**config.mk**
```make
export PLATFORM = sky130hd
export DESIGN_NAME = mmio_timer_flat
export DESIGN_NICKNAME = d
export VERILOG_FILES = /design/src/rtl/mmio_timer_if.sv /design/src/rtl/mmio_timer.sv /design/src/flat_wrapper.sv
export SDC_FILE = /design/constraint.sdc
export NUM_CORES = 1
export LEC_CHECK = 0
export ABC_CLOCK_PERIOD_IN_PS = 2300
export BUFFER_PORTS_ARGS = -buffer_cell sky130_fd_sc_hd__buf_2
export CAP_MARGIN = 20
export CORE_ASPECT_RATIO = 1.1
export CORE_MARGIN = 3
export CORE_UTILIZATION = 39
export CTS_CLUSTER_SIZE = 24
export DETAILED_ROUTE_END_ITERATION = 12
export PLACE_DENSITY = 0.72
export SYNTH_ARGS = -nofsm -noshare
export SYNTH_HDL_FRONTEND = slang
export SYNTH_SLANG_ARGS = --single-unit
```
**constraint.sdc**
```tcl
create_clock -name clk -period 2.3 [get_ports clk]
set_input_delay 0.46 -clock clk [delete_from_list [all_inputs] [get_ports clk]]
set_output_delay 0.46 -clock clk [all_outputs]
set_load 0.1 [all_outputs]
```
**src/rtl/mmio_timer_if.sv**
```systemverilog
// mmio_timer_if: CPU load/store port toward the timer plus its interrupt line
interface mmio_timer_if;
   logic [31:0] addr;
   logic [31:0] wd;
   logic [31:0] rd;
   logic        we;
   logic        irq;
   modport master (output addr, we, wd, input rd, irq);
   modport slave (input addr, we, wd, output rd, irq);
endinterface

```
**src/rtl/mmio_timer.sv**
```systemverilog
// mmio_timer: memory-mapped countdown timer (CTRL/PRESET/COUNT) raising irq; MMIO_TIMER_PRESCALE_EN adds a CTRL[7:4] prescaler
module mmio_timer #(
   parameter logic [31:0] BASE_ADDR = 32'h0000_7F00
) (
   input logic clk,
   input logic reset,
   mmio_timer_if.slave bus
);
`ifdef MMIO_TIMER_PRESCALE_EN
   localparam int CW = 8;
`else
   localparam int CW = 4;
`endif
   typedef enum logic [1:0] {IDLE, LOAD, CNT, INT} state_t;
   state_t state;
   logic [CW-1:0] ctrl;
   logic [31:0] preset, count;
   logic irq_flag, hit, wr_ctrl, wr_preset, tick, unused;
   assign hit = bus.addr[31:4] == BASE_ADDR[31:4];
   assign wr_ctrl = bus.we && hit && bus.addr[3:2] == 2'd0;
   assign wr_preset = bus.we && hit && bus.addr[3:2] == 2'd1;
   assign unused = ^bus.addr[1:0];
`ifdef MMIO_TIMER_PRESCALE_EN
   logic [3:0] psc_cnt;
   assign tick = psc_cnt == ctrl[7:4];
   // prescale counter restarts on every load and every decrement
   always_ff @(posedge clk) begin
      if (reset) psc_cnt <= '0;
      else if (state == LOAD || (state == CNT && tick)) psc_cnt <= '0;
      else if (state == CNT) psc_cnt <= psc_cnt + 4'd1;
   end
`else
   assign tick = 1'b1;
`endif
   // read data is a pure function of the address and the current registers
   always_comb begin
      bus.rd = !hit ? 32'd0 :
               bus.addr[3:2] == 2'd0 ? {{(32-CW){1'b0}}, ctrl} :
               bus.addr[3:2] == 2'd1 ? preset :
               bus.addr[3:2] == 2'd2 ? count : 32'd0;
   end
   assign bus.irq = irq_flag & ctrl[3];
   // counting FSM and registers; the CPU CTRL write comes last so it overrides the INT-state EN clear
   always_ff @(posedge clk) begin
      if (reset) begin
         state    <= IDLE;
         ctrl     <= '0;
         preset   <= '0;
         count    <= '0;
         irq_flag <= 1'b0;
      end else begin
         case (state)
            IDLE: if (ctrl[0]) state <= LOAD;
            LOAD: begin
               count <= preset;
               state <= CNT;
            end
            CNT: begin
               if (!ctrl[0]) state <= IDLE;
               else if (tick) begin
                  if (count > 32'd1) count <= count - 32'd1;
                  else begin
                     count    <= '0;
                     irq_flag <= 1'b1;
                     state    <= INT;
                  end
               end
            end
            INT: begin
               state <= IDLE;
               if (ctrl[2:1] == 2'd0) ctrl[0] <= 1'b0;
               else irq_flag <= 1'b0;
            end
            default: state <= IDLE;
         endcase
         if (wr_preset) preset <= bus.wd;
         if (wr_ctrl) begin
            ctrl     <= bus.wd[CW-1:0];
            irq_flag <= 1'b0;
         end
      end
   end
endmodule
```
**src/flat_wrapper.sv**
```systemverilog
// flat-port wrapper written by rule: the top's interface ports become plain ports
module mmio_timer_flat 
#(
   parameter logic [31:0] BASE_ADDR = 32'h0000_7F00
)
  (clk, reset, bus_addr, bus_we, bus_wd, bus_rd, bus_irq);
  mmio_timer_if bus_i ();
  input logic clk;
  input logic reset;
  input wire logic [$bits(bus_i.addr)-1:0] bus_addr;
  input wire logic [$bits(bus_i.we)-1:0] bus_we;
  input wire logic [$bits(bus_i.wd)-1:0] bus_wd;
  output wire logic [$bits(bus_i.rd)-1:0] bus_rd;
  output wire logic [$bits(bus_i.irq)-1:0] bus_irq;
  assign bus_i.addr = bus_addr;
  assign bus_i.we = bus_we;
  assign bus_i.wd = bus_wd;
  assign bus_rd = bus_i.rd;
  assign bus_irq = bus_i.irq;
  mmio_timer #(.BASE_ADDR(BASE_ADDR)) u_core (.clk(clk), .reset(reset), .bus(bus_i));
endmodule
```
Word-level counts from Yosys, hierarchy flattened --
Index checks and enable logic that the tools add are counted.
Storage, ports and cells: output and inout bits 33, register bits after elaboration 71
Operators by class: reduce and logical (&&, ||, !) cells 15, $add $sub $neg 1, order comparisons 1, equal/unequal tests 11, multiplexer cells 18, bitwise operators 1
Operators by type and width (count):
- 2-to-1 mux 32 bit | 6
- case mux 32 bit (2 select lines) | 1
- greater-than comparator 32 x 1 -> 1 bit (second input constant) | 1
- subtractor 32 x 1 -> 32 bit (second input constant) | 1
- == test 28 x 11 -> 1 bit (second input constant) | 1
- case mux 2 bit (4 select lines) | 1
- nonzero test 2 bit | 4
- == test 2 bit (second input constant) | 3
- zero test 2 bit | 3
- 2-to-1 mux 1 bit | 6
- 2-to-1 mux 2 bit | 3
- AND reduction 2 bit | 3
- == test 2 x 1 -> 1 bit (second input constant) | 2
- inequality test 2 x 1 -> 1 bit (second input constant) | 2
- inequality test 2 bit (second input constant) | 2
- AND reduction 4 bit | 1
- logical AND 1 bit | 3
- inequality test 3 bit (second input constant) | 1
- case mux 1 bit (2 select lines) | 1
- OR reduction 2 bit | 1
- AND 1 bit | 1

Logic depth before layout (Yosys ltp) --
Gate-level depths: netlist of the first run.
depth after elaboration 5, gate-level depth with buffers 9

Worst setup path before layout of the first run --
OpenSTA, ideal clock, no wires.
path type input port to output port, from in bus_addr[26], to out bus_rd[10], required time 1840 ps, path slack -1022 ps, buffers on the path 2, arrival 2862 ps, stages on the path 6, cells stage by stage nor4b_1 nand4_1 or3_1 clkbuf_1 clkbuf_1 nor2_1
Between the ends: cells in the longest elaborated chain, start to end 2
RTL lines:
- from (decl) | RTL line flat_wrapper.sv:10 | input wire logic [$bits(bus_i.addr)-1:0] bus_addr;
- == test 28 x 11 -> 1 bit | RTL line mmio_timer.sv:19 | assign hit = bus.addr[31:4] == BASE_ADDR[31:4];
- 2-to-1 mux 32 bit | RTL line mmio_timer.sv:37 | bus.rd = !hit ? 32'd0 :
- to (decl) | RTL line flat_wrapper.sv:13 | output wire logic [$bits(bus_i.rd)-1:0] bus_rd;
Every way passes these cells.

Final worst setup path of the first run --
from reg u_core.count[28], to reg u_core.count[31]
Between the ends: cells in the longest elaborated chain, start to end 4, elaborated cells on any way between the ends 5
RTL lines:
- from (decl) | RTL line mmio_timer.sv:17 | logic [31:0] preset, count;
- from (signal assigned) | RTL line mmio_timer.sv:55 | count <= preset;
- from (signal assigned) | RTL line mmio_timer.sv:61 | if (count > 32'd1) count <= count - 32'd1;
- subtractor 32 x 1 -> 32 bit or greater-than comparator 32 x 1 -> 1 bit (tied branches) | RTL line mmio_timer.sv:61
- 2-to-1 mux 32 bit (*) | RTL line mmio_timer.sv:61
- 2-to-1 mux 32 bit (*) | RTL line mmio_timer.sv:59 | if (!ctrl[0]) state <= IDLE;
- case mux 32 bit (2 select lines) (*) | RTL line mmio_timer.sv:52 | case (state)
Mark *: on every way between the ends. The rest lies on a longest branch, timed or not. The select of a mux whose other input is x is not followed. A chain may end at the register's enable or synchronous reset.

==> flow_summary.toml, run 1 <==
[pwr]
power_w = 0.00225
total_leakage_power_nw = 2.47
vdd_ir_drop_max_mv = 0.217
power.density_mw_per_mm2 = 338

[layout]
seqCellArea_mm2 = 0.00143
area_growth_pct = 62.8
multi_input_area_mm2 = 0.00302
n_antenna_cell = 0
nNetsFinal = 778
fillCellCount = 786
drive_above_1_share_pct = 41.1

[timing]
clock_skew_ns = 0.0119
rsz0062_at_grt = "yes"
fin_crit_sh_pct = 109
max_freq_mhz = 400
fin_crit_ns = 2.50
slew-limit-headroom_pct = 59.9
layout_setup_ws_ns = -0.199
slew_viol_final = 0
tns_ns = -4.69
final-hold-violation-count = 0
setup_viol = 64
worst_slew_pin_slew_ns = 0.602

[synth]
netlist.area_leader.share_pct = 34.8
yosysMostFrequentCell = "nand2_1"
syn_inst = 558
avgSynthCellArea_um2 = 7.31
yosysWarningCount = 0
ys_types = 56
synth_area_leaders = "dfxtp_1 (35%), nand2_1 (9.0%), a21oi_1 (7.6%)"
synth_edf_count = 0
ys_top_cells_by_count = "nand2_1 (98), dfxtp_1 (71), nor2_1 (66)"
synth-seq-cells = 71
synth_flop_cell = "dfxtp_1"
synth_area_mm2 = 0.00408
seq_area_frac_synth_pct = 34.8
synthArstFlopShare_pct = 0
synth_top_area_cell = "dfxtp_1"
synth_fp_nets = 627

[cts]
cts_sinks = 71
clk-insertion-delay-late_ns = 0.36
cts_buffer_depth = 2
cts_max_level = 3
clkTransAtPathRegs_ns = 0.07
cts_buffers = 9
ctsHoldBuffers = 0
cts_tree = "built"
cts.root.buffer_cell = "clkbuf_8"

[grt]
grt_usage_pct = 25.3
grt_overflow = 0
grt_pass1_vias = 4801
grt_pass1_wl_mm = 24.3
grt_max_degree = 34
antenna_found_initial = 0

[worst_setup_path]
end_kind = "register"
crit_path_max_fanout = 3
r2r-end = "u_core.count[31]"
critPathBufInv = 1
ff2ff_path_depth = 7
cp_cell_sequence = "or4_4, or4b_4, nor4_4, buf_4, nand2b_4, o31ai_1, a221o_1"
crit_type = "reg -> reg"
critPathRequiredTime_ns = 2.54
cp.arrival_ns = 2.74
cp-start-kind = "register"
slowest_delay_ns = 0.54
cpMaxStageDelayCell = "or4_4"
path_delay_family = "simple AND/OR/NAND/NOR gates"
r2r_start = "u_core.count[28]"
reg2reg_slack_ns = -0.20

[drt]
first_iter_violations = 337
wl_per_cell_um = 17.9
num_vias = 4917
drt_pass1_iterations = 7
post-route-drc-count = 0
vias_per_cell = 5.76
ant_nets = 0
wl_mm = 15.2

[hold_path]
min_path_type = "in -> reg"
holdPathStages = 3
hold_start = "bus_wd[25]"
hold-path-endpoint = "u_core.preset[25]"

[place]
hpwlAfterDp_mm = 10.3
place.gp.congestion = 0.916
port_buffers = 97

[die]
start_util_pct = 40.7
die_w_um = 104
pin_count = 100
fp.dieArea_mm2 = 0.0117
rows = 38
core_region_area_mm2 = 0.0100
die_h_um = 113

[job]
drv_cap = 0

[outcome]
outcome = "finished, violations left"
violations = "setup timing"
==> registers in the layout, summed over array words and instances (netlist names) <==
register	count
u_core.ctrl	4
u_core.count	32
u_core.preset	32
u_core.irq_flag	1
u_core.state	2
==> how the worst max path moves through the flow <==
| stage | from | end | slack, ns | cells past startpoint |
|---|---|---|---|---|
| 4_1_cts | u_core.count[19] | u_core.count[31] | -0.21 | 7 |
| 3_3_place_gp | u_core.count[28] | u_core.count[28] | -0.21 | 7 |
| 3_5_place_dp | u_core.count[28] | u_core.count[28] | -0.29 | 7 |
| 6_report | u_core.count[28] | u_core.count[31] | -0.20 | 7 |
| 5_1_grt | u_core.count[28] | u_core.count[31] | -0.26 | 7 |
| 2_1_floorplan | u_core.count[28] | u_core.count[31] | -0.19 | 6 |
==> report_power, final <==
group / internal, W / leakage (nW) / total (W) / switching, W
logic: 0.0000609 / 1.81 / 0.000135 / 0.0000743
registers: 0.00123 / 0.573 / 0.00123 / 0.000000000000519
clock network: 0.000416 / 0.0805 / 0.000884 / 0.000468
total: 0.00171 / 2.47 / 0.00225 / 0.000542
==> placed cells by master, fill, tap and decap left out, types with 4 or more instances in the layout <==
cell type,n
nand2_1,96
o22ai_1,8
o221ai_1,4
nor2b_1,4
nand2b_1,5
buf_4,72
nor4_2,4
nor4_1,5
o211ai_1,4
o31ai_1,4
inv_1,8
buf_12,41
a32oi_1,4
buf_2,61
nor3_1,15
clkbuf_1,4
a31oi_1,4
mux2i_1,12
a221oi_2,4
or3_4,5
a21oi_1,54
o41ai_1,4
nor4_4,6
nor2_4,33
o21ai_0,4
a21oi_2,7
o32ai_1,4
nand3_1,12
a22oi_1,28
nor2_1,31
o21ai_1,4
clkbuf_8,10
buf_6,11
dfxtp_1,68
o22ai_2,5
==> worst min-delay path: stages <==
cell     delay, ns
buf_2         0.09
nand2_1       0.04
a21oi_1       0.05
==> logic make-up (layout without fill, tap and decap cells) <==
| family | Yosys count | count (layout) | share of synthesized area (%) |
|---|---|---|---|
| mux | 12 | 12 | 2.94 |
| simple gates | 257 | 257 | 30.6 |
| xor+xnor | 4 | 4 | 0.859 |
| compound gates | 157 | 157 | 25.1 |
| fa+ha+maj | 2 | 2 | 0.613 |
| flops | 71 | 71 | 34.8 |
| buf+inv | 55 | 210 | 5.12 |
==> layout make-up <==
| class | instances | area share (%) |
|---|---|---|
| repair buffers | 187 | 27.6 |
| flip-flops and latches | 71 | 21.5 |
| well taps | 140 | 2.64 |
| inverters | 8 | 0.452 |
| clock buffers | 14 | 2.30 |
| clock inverters | 1 | 0.0754 |
| multi-input cells | 432 | 45.5 |
==> timing repair <==
action | CTS | global route
gates resized for setup | 33 | 35
setup endpoints to repair | 48 | 92
setup buffers | 8 | 7
cloned | 4 | 0
pin swaps | 20 | 25
==> per-layer routing <==
metal  GRT usage (%)  part of all wire, %  wire length, um
met1            32.0                   41             6250
met2            42.2                   50             7560
met3            5.19                  7.1             1090
met4            10.9                  2.2              331
met5               0                    0                0
==> metrics by stage <==
step / utilization, % / worst slack, ns / std cells / hold WS [ns] / cell area [um2]
after global placement: 60.5 / -0.209 / 826 / 0.461 / 6060
after CTS: 64.8 / -0.208 / 851 / 0.326 / 6500
after detailed placement: 60.5 / -0.288 / 826 / 0.468 / 6060
final: 66.2 / -0.199 / 853 / 0.337 / 6640
after floorplan: - / -0.192 / 558 / 0.445 / 4510
after global routing: 66.2 / -0.264 / 853 / 0.340 / 6640
No activity file was read; power rests on OpenSTA's default activity.
==> run 2: changes to the inputs <==
BUFFER_PORTS_ARGS = -buffer_cell sky130_fd_sc_hd__buf_4   (was -buffer_cell sky130_fd_sc_hd__buf_2)
==> flow_summary.toml, run 2 (synthesized netlist as in run 1, its figures left out) <==
[outcome]
outcome = "finished, violations left"
violations = "setup timing"

[timing]
rsz0062_at_grt = "yes"
slew_viol_final = 0
fin_crit_ns = 2.49
final-hold-violation-count = 0
tns_ns = -6.74
slew-limit-headroom_pct = 59.8
setup_viol = 64
layout_setup_ws_ns = -0.191
fin_crit_sh_pct = 108
max_freq_mhz = 401
clock_skew_ns = 0.0101
worst_slew_pin_slew_ns = 0.603
hold_ws_ns = 0.352

[die]
start_util_pct = 40.7
pin_count = 100
core_region_area_mm2 = 0.0100
die_w_um = 104
fp.dieArea_mm2 = 0.0117
rows = 38
die_h_um = 113

[place]
hpwlAfterDp_mm = 9.87
place_ws_ns = -0.288
postPlaceCellArea_mm2 = 0.00576
place.gp.congestion = 0.910
port_buffers = 97

[cts]
cts_tree = "built"
cts_sinks = 71
cts_max_level = 3
cts_buffers = 9
cts_buffer_depth = 2
clkTransAtPathRegs_ns = 0.08
clk-insertion-delay-late_ns = 0.35
ctsHoldBuffers = 0
cts.root.buffer_cell = "clkbuf_8"

[layout]
area_growth_pct = 63.0
fillCellCount = 817
fin_area_mm2 = 0.00665
seqCellArea_mm2 = 0.00143
multi_input_area_mm2 = 0.00293
nNetsFinal = 767
top_regs = "u_core.count (32), u_core.preset (32), u_core.ctrl (4)"
n_antenna_cell = 0
drive_above_1_share_pct = 38.7
final_common_cell = "buf_4"
mostFrequentLayoutCells = "buf_4 (123), nand2_1 (96), dfxtp_1 (68)"

[worst_setup_path]
end_kind = "register"
cp.arrival_ns = 2.70
crit_path_max_fanout = 10
critPathRequiredTime_ns = 2.51
r2r-end = "u_core.count[0]"
cp-start-kind = "register"
r2r_start = "u_core.count[28]"
reg2reg_slack_ns = -0.19
crit_type = "reg -> reg"
ff2ff_path_depth = 8

[drt]
wl_per_cell_um = 17.7
wl_mm = 14.9
first_iter_violations = 354
ant_nets = 0
num_vias = 4875
post-route-drc-count = 0
vias_per_cell = 5.78
drt_pass1_iterations = 5

[pwr]
power.density_mw_per_mm2 = 348
p_seq_share_pct = 53.1
power_frac_clock_pct = 40.1
power_w = 0.00231
comb_power_share_pct = 6.9
p_int_w = 0.00176
total_leakage_power_nw = 2.47
p_switching_w = 0.000550
vdd_ir_drop_max_mv = 0.254
switching_share_pct = 23.8

[grt]
antenna_found_initial = 0
grt_pass1_vias = 4800
grt_usage_pct = 24.6
grt_max_degree = 44
grt_pass1_wl_mm = 23.8
grt_overflow = 0

[hold_path]
min_path_type = "in -> reg"
hold_start = "bus_wd[16]"
hold-path-endpoint = "u_core.preset[16]"
holdPathStages = 3

[job]
drv_cap = 0
run 2: final cells by class:
| class | count | share of cell area, % |
|---|---|---|
| multi-input combinational | 432 | 44.0 |
| timing repair buffer | 176 | 28.8 |
| sequential | 71 | 21.4 |
| tap | 140 | 2.63 |
| clock buffer | 13 | 2.39 |
| inverter | 8 | 0.451 |
| clock inverter | 3 | 0.263 |
run 2: what timing repair did:
item,in CTS,in global routing
cloned,3,1
pin swaps,17,12
gates resized for setup,117,19
endpoints found under the setup margin,65,66
buffers inserted,3,3
run 2: how the worst max path moves through the flow:
stage                                start          endpoint  slack, ns  depth (start not counted)
after floorplan           u_core.count[28]  u_core.count[31]      -0.19                          6
after global placement    u_core.count[28]  u_core.count[28]      -0.23                          7
after detailed placement  u_core.count[28]  u_core.count[28]      -0.29                          7
after CTS                 u_core.count[16]   u_core.count[0]      -0.21                          8
after global routing      u_core.count[28]  u_core.count[12]      -0.26                          8
final                     u_core.count[28]   u_core.count[0]      -0.19                          8
run 2: power groups by stage:
stage          sequential (W)  clock [W]  combinational (W)
2_1_floorplan         0.00126          0          0.0000433
3_3_place_gp          0.00126          0           0.000146
3_5_place_dp          0.00126          0           0.000149
4_1_cts               0.00123   0.000930           0.000154
5_1_grt               0.00123   0.000974           0.000170
6_report              0.00123   0.000927           0.000159
run 2: stage by stage:
stage / std cells / utilization, %
final: 843 / 66.3
after global routing: 843 / 66.3
after CTS: 839 / 64.9
after detailed placement: 817 / 57.4
after global placement: 817 / 57.4
after floorplan: 558 / -
run 2: layer usage:
layer	global-route usage [%]	vias up	wire [um]
li1	-	2306	-
met1	31.1	2344	6230
met2	42.6	196	7520
met3	5.31	29	871
met4	6.56	0	300
met5	0	-	0
run 2: critical path, cell delays in order, from the launching register on:
cell and delay (ns):
dfxtp_2 0.33, or4_4 0.54, or4b_4 0.51, nor4_4 0.30, buf_4 0.18, nor2_4 0.06
buf_12 0.15, a221oi_2 0.21, a211oi_1 0.07
==> run 3: changes to the inputs <==
PLACE_DENSITY = 0.65   (was 0.72)
==> flow_summary.toml, run 3 (synthesized netlist as in run 1, its figures left out) <==
[hold_path]
min_path_type = "in -> reg"

[grt]
grt_max_degree = 30
grt_usage_pct = 25.4
grt_pass1_wl_mm = 24.3
grt_pass1_vias = 4860
antenna_found_initial = 0
grt_overflow = 0

[layout]
top_regs = "u_core.count (32), u_core.preset (32), u_core.ctrl (4)"
final_common_cell = "buf_4"
mostFrequentLayoutCells = "buf_4 (130), nand2_1 (96), dfxtp_1 (69)"
area_growth_pct = 70.1
drive_above_1_share_pct = 41.4
n_antenna_cell = 0
nNetsFinal = 779

[worst_setup_path]
end_kind = "register"
cpMaxStageDelayCell = "or4_4"
critPathRequiredTime_ns = 2.53
crit_type = "reg -> reg"
crit_path_max_fanout = 7
cp-start-kind = "register"
slowest_delay_ns = 0.53
cp.arrival_ns = 2.75
cp_cell_sequence = "or4_4, or4b_4, nor4_4, buf_4, nor2_4, buf_12, a221oi_4, nor3_1"

[cts]
clkTransAtPathRegs_ns = 0.08
cts_buffers = 9
clk-insertion-delay-late_ns = 0.36
cts_max_level = 3
ctsHoldBuffers = 0
cts.root.buffer_cell = "clkbuf_8"
cts_sinks = 71
cts_tree = "built"
cts_buffer_depth = 2

[place]
place.gp.congestion = 0.875
hpwlAfterDp_mm = 10.1
port_buffers = 97

[pwr]
p_int_w = 0.00207
p_switching_w = 0.000554
power_frac_clock_pct = 46.9
switching_share_pct = 21.1
comb_power_share_pct = 6.4
power.density_mw_per_mm2 = 379
vdd_ir_drop_max_mv = 0.236
p_seq_share_pct = 46.7
power_w = 0.00263
total_leakage_power_nw = 2.57

[outcome]
outcome = "finished, violations left"
violations = "setup timing"

[die]
pin_count = 100
fp.dieArea_mm2 = 0.0117
core_region_area_mm2 = 0.0100
start_util_pct = 40.7
die_w_um = 104
die_h_um = 113
rows = 38

[drt]
num_vias = 4920
wl_mm = 15.2
vias_per_cell = 5.75
drt_pass1_iterations = 6
first_iter_violations = 467
wl_per_cell_um = 17.7
post-route-drc-count = 0
ant_nets = 0

[timing]
tns_ns = -9.03
setup_viol = 65
max_freq_mhz = 397
clock_skew_ns = 0.0123
rsz0062_at_grt = "yes"
slew-limit-headroom_pct = 54.4
hold_ws_ns = 0.335
fin_crit_ns = 2.52
final-hold-violation-count = 0
fin_crit_sh_pct = 110
slew_viol_final = 0
layout_setup_ws_ns = -0.219
worst_slew_pin_slew_ns = 0.684

[job]
drv_cap = 0
run 3: changes by cell type in the layout (fill, tap and decap cells not counted), moves of 2 or more:
cell / before / now
a21oi_2: 6 / 8
buf_12: 38 / 41
bufinv_16: 0 / 3
clkinv_2: 2 / 0
buf_4: 123 / 130
a21oi_1: 56 / 54
or3_1: 5 / 3
or2_4: 0 / 2
or3_4: 3 / 5
o22ai_2: 0 / 5
buf_6: 11 / 13
o22ai_1: 13 / 8
run 3: critical path: cells and delay by family (launching register included):
kind	cells	cell delay (ns)
AND/OR/NAND/NOR	5	1.52
buffers and inverters	2	0.33
flip-flops	1	0.32
AO/OA/AOI/OAI	1	0.21
run 3: power groups by stage:
stage	clock, W	sequential (W)	combinational (W)
finish	0.00123	0.00123	0.000167
detailed placement	0	0.00126	0.000155
global placement	0	0.00126	0.000153
CTS	0.00125	0.00123	0.000159
global route	0.00130	0.00123	0.000178
floorplan	0	0.00126	0.0000433
run 3: cell type report:
type,instances,area [um2]
Sequential cell,71,1420
Timing Repair Buffer,188,2040
Clock inverter,3,90.1
Tap cell,140,175
Fill cell,786,3090
Clock buffer,13,149
Multi-Input combinational cell,432,3030
Inverter,8,30.0
run 3: final timing paths:
kind                            slack [ns]  cells past startpoint          endpoint              from
worst max-delay path                 -0.22                      8  u_core.count[10]  u_core.count[28]
worst min-delay path                  0.33                      3  u_core.preset[7]         bus_wd[7]
worst max register to register       -0.22                      8  u_core.count[10]  u_core.count[28]
worst min register to register        0.48                      2  u_core.preset[5]  u_core.preset[5]
run 3: metal layers:
metal  vias up  share of wire [%]  track usage, %
met5         -                  0               0
met4         0                1.6            8.42
met3        19                5.9            5.13
met2       210                 50            43.1
met1      2354                 43            32.6
li1       2337                  -               -
run 3: through the flow:
step | setup slack (ns) | area [um2] | utilization, % | cells
6_report | -0.219 | 6940 | 69.2 | 855
5_1_grt | -0.338 | 6940 | 69.2 | 855
4_1_cts | -0.182 | 6690 | 66.7 | 849
3_5_place_dp | -0.276 | 5860 | 58.4 | 825
3_3_place_gp | -0.231 | 5860 | 58.4 | 825
2_1_floorplan | -0.192 | 4510 | - | 558
run 3: repair_timing:
item | CTS | global route
endpoints found under the setup margin | 62 | 89
setup buffers | 5 | 8
gates resized for setup | 119 | 39
cloned | 3 | 0
pin swaps | 13 | 28
